## config.mk

```make
export PLATFORM = sky130hd
export DESIGN_NAME = da_rom_sequencer
export DESIGN_NICKNAME = d
export VERILOG_FILES = /design/src/rtl/da_rom_sequencer.sv
export SDC_FILE = /design/constraint.sdc
export NUM_CORES = 1
export LEC_CHECK = 0
export BUFFER_PORTS_ARGS = -buffer_cell sky130_fd_sc_hd__buf_4
export CAP_MARGIN = 20
export CELL_PAD_IN_SITES_DETAIL_PLACEMENT = 1
export CELL_PAD_IN_SITES_GLOBAL_PLACEMENT = 1
export CORE_MARGIN = 4
export CORE_UTILIZATION = 47
export CTS_BUF_LIST = sky130_fd_sc_hd__clkbuf_8 sky130_fd_sc_hd__clkbuf_16
export DETAILED_ROUTE_END_ITERATION = 16
export PLACE_DENSITY_LB_ADDON = 0.3
export RECOVER_POWER = 25
export SLEW_MARGIN = 20
export SYNTH_ARGS = -nofsm -noshare
export SYNTH_HDL_FRONTEND = slang
export SYNTH_SLANG_ARGS = --single-unit
```

## constraint.sdc

```tcl
create_clock -name clk -period 5.5 [get_ports clk]
set_input_delay 1.1 -clock clk [delete_from_list [all_inputs] [get_ports clk]]
set_output_delay 1.1 -clock clk [all_outputs]
set_load 0.005 [all_outputs]
```

## src/rtl/da_rom_sequencer.sv

```systemverilog
// Distributed-arithmetic ROM sequencer: walks the bit-slices of four samples
// MSB-first, drives the coefficient ROM address, and shift-accumulates the
// ROM words into a full-precision signed dot product.
module da_rom_sequencer #(
  parameter int unsigned IN_W  = 16,
  parameter int unsigned ROM_W = 17,
  parameter int unsigned ACC_W = IN_W + ROM_W + 1
) (
  input  logic                    clk,
  input  logic                    rst_n,
  input  logic                    in_valid,
  output logic                    in_ready,
  input  logic [IN_W-1:0]         x0,
  input  logic [IN_W-1:0]         x1,
  input  logic [IN_W-1:0]         x2,
  input  logic [IN_W-1:0]         x3,
  output logic                    rom_cs,
  output logic [3:0]              rom_addr,
  input  logic [ROM_W-1:0]        rom_data,
  output logic                    out_valid,
  input  logic                    out_ready,
  output logic signed [ACC_W-1:0] out_data
);

  localparam int unsigned      J_W   = $clog2(IN_W);
  localparam logic [J_W-1:0]   J_TOP = J_W'(IN_W - 1);

  typedef enum logic [1:0] {
    IDLE = 2'd0,
    RUN  = 2'd1,
    DONE = 2'd2
  } state_t;

  state_t                  state_q, state_d;
  logic                    in_ready_d;
  logic                    rom_cs_d;
  logic [3:0]              rom_addr_d;
  logic                    out_valid_d;
  logic signed [ACC_W-1:0] out_data_d;
  logic signed [ACC_W-1:0] acc_q, acc_d;
  logic [IN_W-1:0]         x0_q, x1_q, x2_q, x3_q;
  logic [IN_W-1:0]         x0_d, x1_d, x2_d, x3_d;
  logic [J_W-1:0]          j_q, j_d;
  logic signed [ACC_W-1:0] rom_ext;

  // Gather bit idx of each sample into a ROM address.
  function automatic logic [3:0] slice_at(
    input logic [IN_W-1:0] a,
    input logic [IN_W-1:0] b,
    input logic [IN_W-1:0] c,
    input logic [IN_W-1:0] d,
    input logic [J_W-1:0]  idx
  );
    return {d[idx], c[idx], b[idx], a[idx]};
  endfunction

  // ROM words are unsigned; widen without sign extension.
  assign rom_ext = $signed(ACC_W'(rom_data));

  // Next-state and next-output logic.
  always_comb begin
    state_d     = state_q;
    in_ready_d  = in_ready;
    rom_cs_d    = rom_cs;
    rom_addr_d  = rom_addr;
    out_valid_d = out_valid;
    out_data_d  = out_data;
    acc_d       = acc_q;
    x0_d        = x0_q;
    x1_d        = x1_q;
    x2_d        = x2_q;
    x3_d        = x3_q;
    j_d         = j_q;

    case (state_q)
      IDLE: begin
        in_ready_d = 1'b1;
        rom_cs_d   = 1'b0;
        rom_addr_d = 4'd0;
        if (in_valid && in_ready) begin
          x0_d       = x0;
          x1_d       = x1;
          x2_d       = x2;
          x3_d       = x3;
          j_d        = J_TOP;
          rom_cs_d   = 1'b1;
          rom_addr_d = slice_at(x0, x1, x2, x3, J_TOP);
          in_ready_d = 1'b0;
          state_d    = RUN;
        end
      end

      RUN: begin
        in_ready_d = 1'b0;
        // The sign slice carries negative weight in two's complement.
        if (j_q == J_TOP) begin
          acc_d = -rom_ext;
        end else begin
          acc_d = (acc_q <<< 1) + rom_ext;
        end
        if (j_q == '0) begin
          out_data_d  = acc_d;
          out_valid_d = 1'b1;
          rom_cs_d    = 1'b0;
          rom_addr_d  = 4'd0;
          state_d     = DONE;
        end else begin
          j_d        = j_q - J_W'(1);
          rom_addr_d = slice_at(x0_q, x1_q, x2_q, x3_q, j_q - J_W'(1));
        end
      end

      DONE: begin
        in_ready_d  = 1'b0;
        rom_cs_d    = 1'b0;
        out_valid_d = 1'b1;
        if (out_ready) begin
          out_valid_d = 1'b0;
          in_ready_d  = 1'b1;
          state_d     = IDLE;
        end
      end

      default: begin
        state_d     = IDLE;
        in_ready_d  = 1'b0;
        rom_cs_d    = 1'b0;
        rom_addr_d  = 4'd0;
        out_valid_d = 1'b0;
      end
    endcase
  end

  // State and output registers.
  always_ff @(posedge clk or negedge rst_n) begin
    if (!rst_n) begin
      state_q   <= IDLE;
      in_ready  <= 1'b0;
      rom_cs    <= 1'b0;
      rom_addr  <= 4'd0;
      out_valid <= 1'b0;
      out_data  <= '0;
      acc_q     <= '0;
      x0_q      <= '0;
      x1_q      <= '0;
      x2_q      <= '0;
      x3_q      <= '0;
      j_q       <= '0;
    end else begin
      state_q   <= state_d;
      in_ready  <= in_ready_d;
      rom_cs    <= rom_cs_d;
      rom_addr  <= rom_addr_d;
      out_valid <= out_valid_d;
      out_data  <= out_data_d;
      acc_q     <= acc_d;
      x0_q      <= x0_d;
      x1_q      <= x1_d;
      x2_q      <= x2_d;
      x3_q      <= x3_d;
      j_q       <= j_d;
    end
  end

endmodule

```

==> flow_summary_export.csv <==
group,metric,value,unit
placement,io_buffers,125,
drt,wl_per_cell,18.5,µm
clock_network,ctsResizeCount,0,
final_layout,final_area,0.00956,mm²
global_route,overflow,0,
pwr,switching_share,41.3,%
drt,via_per_inst,5.57,
sta,rsz0062_at_grt,"false",
yosys,synth.distinct_cells,68,
pwr,p_comb_share,45.0,%
final_layout,post_route_cells_drive_above_1_share,21.5,%
setup_path,path_class,"in -> reg",
yosys,synth_edf_count,0,
global_route,grt_antenna_before_repair,0,
sta,relSlewSlack,-73.7,%
final_layout,fillCellCount,1922,
final_layout,diodes,0,
pwr,p_leak,4.49,nW
placement,place_inst,1180,
setup_path,arrival,3.58,ns
yosys,synth_seq_cells,144,
final_layout,final_nets,1088,
setup_path,required,5.77,ns
final_layout,synthToLayoutAreaGrowth,21.7,%
sta,holdWs,0.476,ns
yosys,yosysSeqAreaShare,45.8,%
setup_path,reg2regPathDepth,7,
sta,post-route-period-util,60.2,%
setup_path,rrSetupSlack,2.47,ns
pwr,p_switching,2.18,mW
global_route,grt_pass1_wl,36700,µm
clock_network,worstSkewPairLatency,0.44,ns
placement,placed_cell_area,0.00896,mm²
final_layout,stdcell_count,1211,
final_layout,post-route-util,58.1,%
floorplan,die-area,0.0189,mm²
clock_network,htree_num_levels,4,
floorplan,die_height,137,µm
pwr,p_int,3.11,mW
floorplan,core,0.0165,mm²
yosys,yosysWarnings,0,
sta,hold_violations,0,
yosys,synth_area,0.00786,mm²
yosys,syn_inst,873,
job,maxCapViolCount,1,
sta,setup-violations-final,0,
placement,routabilityCongestion,0.848,
placement,dp_slack,1.75,ns
global_route,grt_max_degree,104,
yosys,synth_fp_nets,982,
drt,ant_nets,0,
sta,setup_tns,0,ns
pwr,power_density,554,mW/mm²
floorplan,die_w,137,µm
clock_network,cts_buffers,17,
clock_network,cts.sinks,144,
pwr,power_frac_clock,22.9,%
sta,fin_ws,2.19,ns
clock_network,clk_path_buf_depth,2,
setup_path,r2r_start,"j_q[0]",
clock_network,cts_tree,"built",
pwr,power_frac_seq,32.1,%
run_status,violations,"capacitance limit, slew limit",
drt,dr.pass1.iters,4,
min_path,min_delay_path_depth,2,
clock_network,cts_root_buf,"clkbuf_16",
sta,worstMarginPinSlew,2.61,ns
drt,first_iter_violations,376,
sta,fin_crit,3.31,ns
floorplan,start_util,47.7,%
min_path,worst_hold_path_type,"reg -> reg",
global_route,grt_pass1_vias,7068,
run_status,status,"complete, but fails checks",
floorplan,rows,47,
placement,dp_hpwl,15600,µm
clock_network,clk_pin_slew,0.06,ns
min_path,hp-start,"x0_q[4]",
setup_path,reg2reg_to,"rom_addr[1]",
setup_path,worst_setup_path_end_kind,"register",
global_route,grt_usage,24.9,%
sta,maxSlewViolCount,104,
yosys,syn_area_per_cell,9.00,µm²
drt,routed_wirelength,22400,µm
yosys,async_flop_share,100,%
setup_path,cp-start-kind,"primary input",
floorplan,io_pins,126,
sta,fin_skew,0.00975,ns
setup_path,critPathMaxFanout,4,
pwr,ir_drop,319,µV
clock_network,post_cts_buffers,0,
drt,vias,6748,
clock_network,holdBufCountCts,0,
min_path,hold_end,"x0_q[4]",
pwr,p_total,5.29,mW
sta,max_freq,302,MHz
yosys,synthFlopType,"dfrtp_1",
drt,drc_errors,0,
kinds of logic after synthesis:
family | after synthesis | synth area share, %
muxes | 27 | 6.69
buffers and inverters | 66 | 3.33
xor gates and xnor gates | 42 | 4.68
adders and majority gates | 24 | 3.92
and+or+nand+nor | 413 | 22.3
AOI/OAI and AO/OA | 157 | 13.2
DFF | 144 | 45.8
state kept, by name (all words and copies together), names as in the netlist:
register and count:
acc_q 33, in_ready 1, j_q 4, out_data 34, out_valid 1, rom_addr 4
rom_cs 1, state_q 2, x0_q 16, x1_q 16, x2_q 16, x3_q 16
worst max-delay path, stage by stage:
cell and delay [ns]:
buf_4 0.13, ha_1 0.22, fa_1 0.43, a211oi_1 0.34, o21ai_1 0.15, a21oi_1 0.32
o41ai_2 0.21, a21oi_2 0.26, nor2_1 0.09, xnor2_1 0.19, o221ai_1 0.15
routing by layer:
metal	vias up	GRT usage, %	share of wire (%)	wire, µm
met5	-	0	0	0
met4	0	8.20	1.6	358
met3	34	5.37	6.3	1400
met2	168	42.2	50	11300
met1	3350	31.8	42	9330
li1	3196	-	-	-
Yosys cell counts (4+ instances only):
library cell  number  area, µm²
nor3_1            13       65.1
a211oi_1           5       37.5
xnor2_1           27        236
nor2_1            61        229
o21ai_0           37        185
buf_2              5       25.0
o21ai_1           14       70.1
xor2_1            15        131
nand4_1            6       37.5
a21o_1             6       45.0
nor4_1             4       25.0
ha_1              23        288
a21oi_1           41        205
mux2_2             4       45.0
mux4_2            20        450
clkbuf_1          35        131
nand3_1           19       95.1
o221ai_1           6       52.6
nor2b_1            6       37.5
dfrtp_1          144       3600
buf_1              4       15.0
inv_1             19       71.3
o22a_1             4       35.0
nand2_1          274       1030
o31ai_1            8       60.1
cells in the final DEF (no fill, tap or decap), types with 3 or more instances in the layout:
master      instances
mux2_2              4
a211oi_1            5
a21oi_1            41
a31oi_1             3
a21boi_0            3
buf_4             132
inv_6               3
o22a_1              4
o221ai_1            6
nor2_1             61
or3_1               3
xnor2_1            27
clkinv_4            3
nand2b_1            3
clkinvlp_4          3
a21o_1              6
ha_1               22
nor4_1              4
o22ai_1             3
xor2_1             15
nor3_1             13
mux2i_1             3
o31ai_1             8
nand4_1             6
a311oi_1            3
o21ai_1            14
dfrtp_1           144
a22oi_1             3
clkbuf_16          17
mux4_2             20
inv_1              19
bufinv_16           3
nor2b_1             6
nand3_1            18
or4_1               3
nor3_2              3
nand2_1           273
o21ai_0            37
power groups by stage:
stage	Clock [mW]	Combinational (mW)	Sequential, mW
after floorplan	0	1.78	1.60
after global placement	0	2.26	1.68
after detailed placement	0	2.36	1.70
after CTS	1.23	2.40	1.69
after global routing	1.28	2.65	1.74
final	1.21	2.38	1.70
layout make-up:
cell class	count	area [µm²]	area share, %
Tap cell	220	275	2.88
Inverter	20	75.1	0.785
Clock buffer	17	425	4.45
Timing Repair Buffer	133	996	10.4
Clock inverter	14	181	1.90
Multi-Input combinational cell	663	4010	41.9
Sequential cell	144	3600	37.7
how the worst max path moves through the flow:
stage | startpoint | end | slack, ns
after global routing | rst_n | acc_q[18] | 1.81
after global placement | rom_data[1] | acc_q[23] | 1.90
after detailed placement | rom_data[1] | acc_q[25] | 1.75
final | rom_data[1] | acc_q[23] | 2.19
after floorplan | rom_data[1] | acc_q[23] | 2.25
after CTS | rom_data[1] | acc_q[25] | 2.21
No activity file was read; power rests on OpenSTA's default activity.
